$ cat config.mk
export PLATFORM = sky130hd
export DESIGN_NAME = demux_1_2_32bit_buf
export DESIGN_NICKNAME = d
export VERILOG_FILES = /design/src/rtl/demux_1_2_32bit_buf.sv
export SDC_FILE = /design/constraint.sdc
export NUM_CORES = 1
export LEC_CHECK = 0
export ABC_AREA = 1
export ABC_CLOCK_PERIOD_IN_PS = 3600
export CAP_MARGIN = 20
export CORE_ASPECT_RATIO = 0.7
export CORE_MARGIN = 3
export CORE_UTILIZATION = 48
export CTS_CLUSTER_SIZE = 25
export DETAILED_ROUTE_END_ITERATION = 12
export PLACE_DENSITY = 0.73
export SYNTH_ARGS = -nofsm -noshare
export SYNTH_HDL_FRONTEND = slang
export SYNTH_SLANG_ARGS = --single-unit
$ cat constraint.sdc
create_clock -name clk -period 3.6 [get_ports clk]
set_input_delay 0.72 -clock clk [delete_from_list [all_inputs] [get_ports clk]]
set_output_delay 0.72 -clock clk [all_outputs]
set_load 0.005 [all_outputs]
$ cat src/rtl/demux_1_2_32bit_buf.sv
// 1:2 word steering with a FIFO per destination. A word shows up 1 cycle after acceptance, and a full
// target FIFO stalls only the words bound for it. Optional per-side push counters: `DEMUX_STATS_EN.
module demux_1_2_32bit_buf_fifo #(
  parameter int WIDTH = 32,
  parameter int DEPTH = 2,
  parameter int CW    = $clog2(DEPTH + 1)
) (
  input  logic             clk,
  input  logic             rst_n,
  input  logic             push_i,
  input  logic [WIDTH-1:0] push_dat_i,
  input  logic             pop_i,
  output logic             vld_o,
  output logic [WIDTH-1:0] dat_o,
  output logic [CW-1:0]    count_o,
  output logic             full_o
);
  localparam int AW = (DEPTH > 1) ? $clog2(DEPTH) : 1;

  logic [WIDTH-1:0] mem_q [DEPTH];
  logic [AW-1:0]    wr_ptr_q, wr_ptr_d;
  logic [AW-1:0]    rd_ptr_q, rd_ptr_d;
  logic [CW-1:0]    count_q, count_d;
  logic             do_push, do_pop;

  assign full_o  = (count_q == CW'(DEPTH));
  assign vld_o   = (count_q != '0);
  assign count_o = count_q;
  assign dat_o   = mem_q[rd_ptr_q];

  // The caller already gates push on !full; the local guards keep the FIFO safe standalone.
  assign do_push = push_i && !full_o;
  assign do_pop  = pop_i && vld_o;

  always_comb begin
    wr_ptr_d = wr_ptr_q;
    rd_ptr_d = rd_ptr_q;
    count_d  = count_q;
    if (do_push) wr_ptr_d = wr_ptr_q + AW'(1);
    if (do_pop)  rd_ptr_d = rd_ptr_q + AW'(1);
    case ({do_push, do_pop})
      2'b10:   count_d = count_q + CW'(1);
      2'b01:   count_d = count_q - CW'(1);
      default: count_d = count_q;
    endcase
  end

  always_ff @(posedge clk) begin
    if (!rst_n) begin
      wr_ptr_q <= '0;
      rd_ptr_q <= '0;
      count_q  <= '0;
      for (int i = 0; i < DEPTH; i++) mem_q[i] <= '0;
    end else begin
      wr_ptr_q <= wr_ptr_d;
      rd_ptr_q <= rd_ptr_d;
      count_q  <= count_d;
      if (do_push) mem_q[wr_ptr_q] <= push_dat_i;
    end
  end
endmodule

module demux_1_2_32bit_buf #(
  parameter int WIDTH = 32,
  parameter int DEPTH = 2,
  localparam int CW   = $clog2(DEPTH + 1)
) (
  input  logic             clk,
  input  logic             rst_n,
  input  logic             in_valid,
  output logic             in_ready,
  input  logic             switch,
  input  logic [WIDTH-1:0] in_data,
  output logic             out_a_valid,
  input  logic             out_a_ready,
  output logic [WIDTH-1:0] out_a_data,
  output logic             out_b_valid,
  input  logic             out_b_ready,
  output logic [WIDTH-1:0] out_b_data,
`ifdef DEMUX_STATS_EN
  output logic [31:0]      stat_a_cnt,
  output logic [31:0]      stat_b_cnt,
`endif
  output logic [CW-1:0]    a_count,
  output logic [CW-1:0]    b_count
);
  logic a_full, b_full;
  logic push_a, push_b;

  // Readiness follows only the selected side, so one stalled consumer cannot block the other.
  assign in_ready = switch ? !b_full : !a_full;
  assign push_a   = in_valid && in_ready && !switch;
  assign push_b   = in_valid && in_ready &&  switch;

  demux_1_2_32bit_buf_fifo #(.WIDTH(WIDTH), .DEPTH(DEPTH), .CW(CW)) u_fifo_a (
    .clk        (clk),
    .rst_n      (rst_n),
    .push_i     (push_a),
    .push_dat_i (in_data),
    .pop_i      (out_a_ready),
    .vld_o      (out_a_valid),
    .dat_o      (out_a_data),
    .count_o    (a_count),
    .full_o     (a_full)
  );

  demux_1_2_32bit_buf_fifo #(.WIDTH(WIDTH), .DEPTH(DEPTH), .CW(CW)) u_fifo_b (
    .clk        (clk),
    .rst_n      (rst_n),
    .push_i     (push_b),
    .push_dat_i (in_data),
    .pop_i      (out_b_ready),
    .vld_o      (out_b_valid),
    .dat_o      (out_b_data),
    .count_o    (b_count),
    .full_o     (b_full)
  );

`ifdef DEMUX_STATS_EN
  logic [31:0] stat_a_q, stat_a_d;
  logic [31:0] stat_b_q, stat_b_d;

  always_comb begin
    stat_a_d = stat_a_q;
    stat_b_d = stat_b_q;
    if (push_a) stat_a_d = stat_a_q + 32'd1;
    if (push_b) stat_b_d = stat_b_q + 32'd1;
  end

  always_ff @(posedge clk) begin
    if (!rst_n) begin
      stat_a_q <= '0;
      stat_b_q <= '0;
    end else begin
      stat_a_q <= stat_a_d;
      stat_b_q <= stat_b_d;
    end
  end

  assign stat_a_cnt = stat_a_q;
  assign stat_b_cnt = stat_b_q;
`endif
endmodule

==> impl_metrics.json <==
{
  "status": "complete, no violations",
  "antenna_left": 0,
  "grt_pass1_wl_microns": 23200,
  "finalNetCount": 612,
  "period_share_pct": 82.8,
  "hold_end": "u_fifo_b.rd_ptr_q",
  "layout_commonest_cell": "edfxtp_1",
  "syn_avg_cell_area_sq_um": 13.9,
  "synth_top_area_share_pct": 59.8,
  "power_frac_seq_pct": 42.9,
  "tightest_slew_ps": 901,
  "hold_depth": 2,
  "r2r-end": "u_fifo_a.count_o[1]",
  "fin_skew_ps": 16.5,
  "worstHoldStart": "u_fifo_b.rd_ptr_q",
  "swShare_pct": 23.7,
  "hpwlAfterDp_microns": 9420,
  "grt_overflow": 0,
  "arrival_ps": 2260,
  "core-area_sq_um": 12800,
  "grt_max_degree": 35,
  "syn_area_sq_um": 6430,
  "cts_hold_buf": 0,
  "routed_wl_microns": 14800,
  "crit_path_end_kind": "output port",
  "synthTopCellsByArea": "edfxtp_1, mux2_2, nor3_2, nor3_1, dfxtp_1",
  "clock_sinks": 138,
  "clk_pin_slew_ps": 60,
  "drv_slew": 0,
  "gp_congestion": 0.759,
  "syn2layout_area_growth_pct": 28.8,
  "yosys_register_bits": 138,
  "synth_cell_types": 25,
  "die-area_sq_um": 14800,
  "ys.warnings.count": 0,
  "synth_mux_area_share_pct": 11.2,
  "setup_violations": 0,
  "cp_max_fo": 32,
  "synth_async_sr_flop_share_pct": 0,
  "viasPerCell": 5.51,
  "cp_slowest_stage_delay_ps": 920,
  "vias": 4113,
  "antenna_found_initial": 0,
  "max-slew-margin-rel_pct": 39.9,
  "cp_cell_sequence": "mux2_2 > clkdlybuf4s50_1",
  "synth_nets": 504,
  "fp.dieW_microns": 144,
  "path_buf_inv": 1,
  "worstSetupStartpointType": "register",
  "clock_latency_ps": 420,
  "hold_class": "register to register",
  "ys_seq_area_share_pct": 62.9,
  "ff2ff_setup_slack_ps": 1630,
  "drive_gt1_share_pct": 30.8,
  "max-cap-violations": 0,
  "clkPwrFrac_pct": 40.7,
  "wl_per_cell_microns": 19.9,
  "syn-instance-count": 464,
  "initial_utilization_pct": 50.4,
  "rsz0062_at_grt": "false",
  "hold_viol": 0,
  "fin_total_pwr_mw": 4.58,
  "cts-htree-levels": 4,
  "reg2reg_depth": 9,
  "powerDensity_nw_per_um2": 553,
  "synthXorXnorAreaFrac_pct": 0,
  "grt_pass1_vias": 4178,
  "drc_errors": 0,
  "crit_slowest_cell": "dfxtp_2",
  "antenna_cells": 0,
  "synthAdderAreaFrac_pct": 0.389,
  "synth_compound_area_share_pct": 0.953,
  "max-vdd-ir-drop_mv": 0.429,
  "timing.rr.start": "u_fifo_a.count_o[1]",
  "yosysTopAreaCell": "edfxtp_1",
  "period_needed_ps": 2980,
  "max_freq_ghz": 0.335,
  "post_cts_buffers": 0,
  "dr.first_iter.drc_count": 324,
  "power.leakage_nw": 2.99,
  "intPower_mw": 3.49,
  "cts_tree": "built",
  "ys.flop_type": "edfxtp_1",
  "final_util_pct": 64.9,
  "io_buffers": 108,
  "setup_tns_ps": 0,
  "whs_ps": 507,
  "cts_buffers": 17,
  "cts_buffer_depth": 2,
  "synth-simple-area-share_pct": 18.4,
  "root_buffer": "clkbuf_16",
  "num_rows": 34,
  "die_h_microns": 103,
  "drt_pass1_iterations": 4,
  "io_pins": 109,
  "cts_repair_resize_count": 0,
  "crit_family": "flip-flops",
  "crit_required_ps": 2880,
  "pwr-share-comb_pct": 16.4,
  "grt_use_total_pct": 20.9,
  "synth_edf_count": 128,
  "synth_top_family_by_area": "simple AND/OR/NAND/NOR gates",
  "path_class": "register to output port",
  "final_cell_mix": "edfxtp_1, clkdlybuf4s50_1, nor3_1",
  "power_switching_mw": 1.08
}
worst max-delay path by stage:
stage,start,to,slack [ps],depth (start not counted)
5_1_grt,register,out_b_data[20],530,2
3_5_place_dp,switch,u_fifo_a.count_o[1],760,10
2_1_floorplan,switch,u_fifo_a.mem_q[1][0],710,3
4_1_cts,register,out_b_data[4],600,2
3_3_place_gp,switch,in_ready,790,4
6_report,register,out_b_data[20],620,2
power by group through the flow:
stage | Combinational [mW] | Clock, mW | Sequential [mW]
floorplan | 0.415 | 0 | 1.94
global placement | 0.739 | 0 | 1.99
detailed placement | 0.748 | 0 | 2.00
CTS | 0.755 | 1.88 | 1.96
global route | 0.805 | 1.95 | 1.98
finish | 0.749 | 1.87 | 1.96
stage by stage:
| step | instances | area, sq um | setup slack, ps |
|---|---|---|---|
| after detailed placement | 715 | 7650 | 763 |
| after global placement | 715 | 7650 | 792 |
| final | 747 | 8280 | 619 |
| after CTS | 747 | 8280 | 601 |
| after global routing | 747 | 8280 | 532 |
| after floorplan | 464 | 6430 | 709 |
worst min-delay path: stages, from the launching register on:
cell     delay [ps]
dfxtp_1         330
nor2_1           60
nor2_1           80
state kept, by name (all words and copies together), names as in the netlist, named ones only:
signal / count
u_fifo_b.count_o: 2
u_fifo_a.wr_ptr_q: 1
u_fifo_a.rd_ptr_q: 1
u_fifo_b.wr_ptr_q: 1
u_fifo_a.count_o: 2
u_fifo_b.mem_q: 64
u_fifo_b.rd_ptr_q: 1
u_fifo_a.mem_q: 64
layer usage:
metal / global-route usage [%] / routed length [microns] / up-vias
li1: - / - / 1903
met1: 30.6 / 6940 / 2043
met2: 31.4 / 6810 / 149
met3: 4.78 / 919 / 18
met4: 6.24 / 171 / 0
met5: 0 / 0 / -
synthesized netlist by cell type, types with 3 or more instances:
cell type  instances
buf_2             11
buf_6             12
nor3_2            60
nor3_1            68
inv_1             42
nand2_1           16
edfxtp_1         128
clkbuf_1           8
dfxtp_1           10
nor2_1            15
buf_1              3
o21ai_0            6
mux2_2            60
mux2_1             4
logic make-up (layout without fill, tap and decap cells):
| family | after synthesis | after routing |
|---|---|---|
| AOI/OAI and AO/OA | 11 | 11 |
| buffers and inverters | 78 | 199 |
| DFF | 138 | 138 |
| muxes | 64 | 64 |
| and+or+nand+nor | 171 | 171 |
| adders and majority gates | 2 | 2 |
cell type report:
type | instances | area [sq um]
fill | 920 | 4480
sequential | 138 | 4050
multi-input combinational | 248 | 2020
timing repair buffer | 123 | 1220
clock buffer | 18 | 429
clock inverter | 14 | 203
tap | 162 | 203
inverter | 44 | 166
Power figures use the tool's default switching activity.
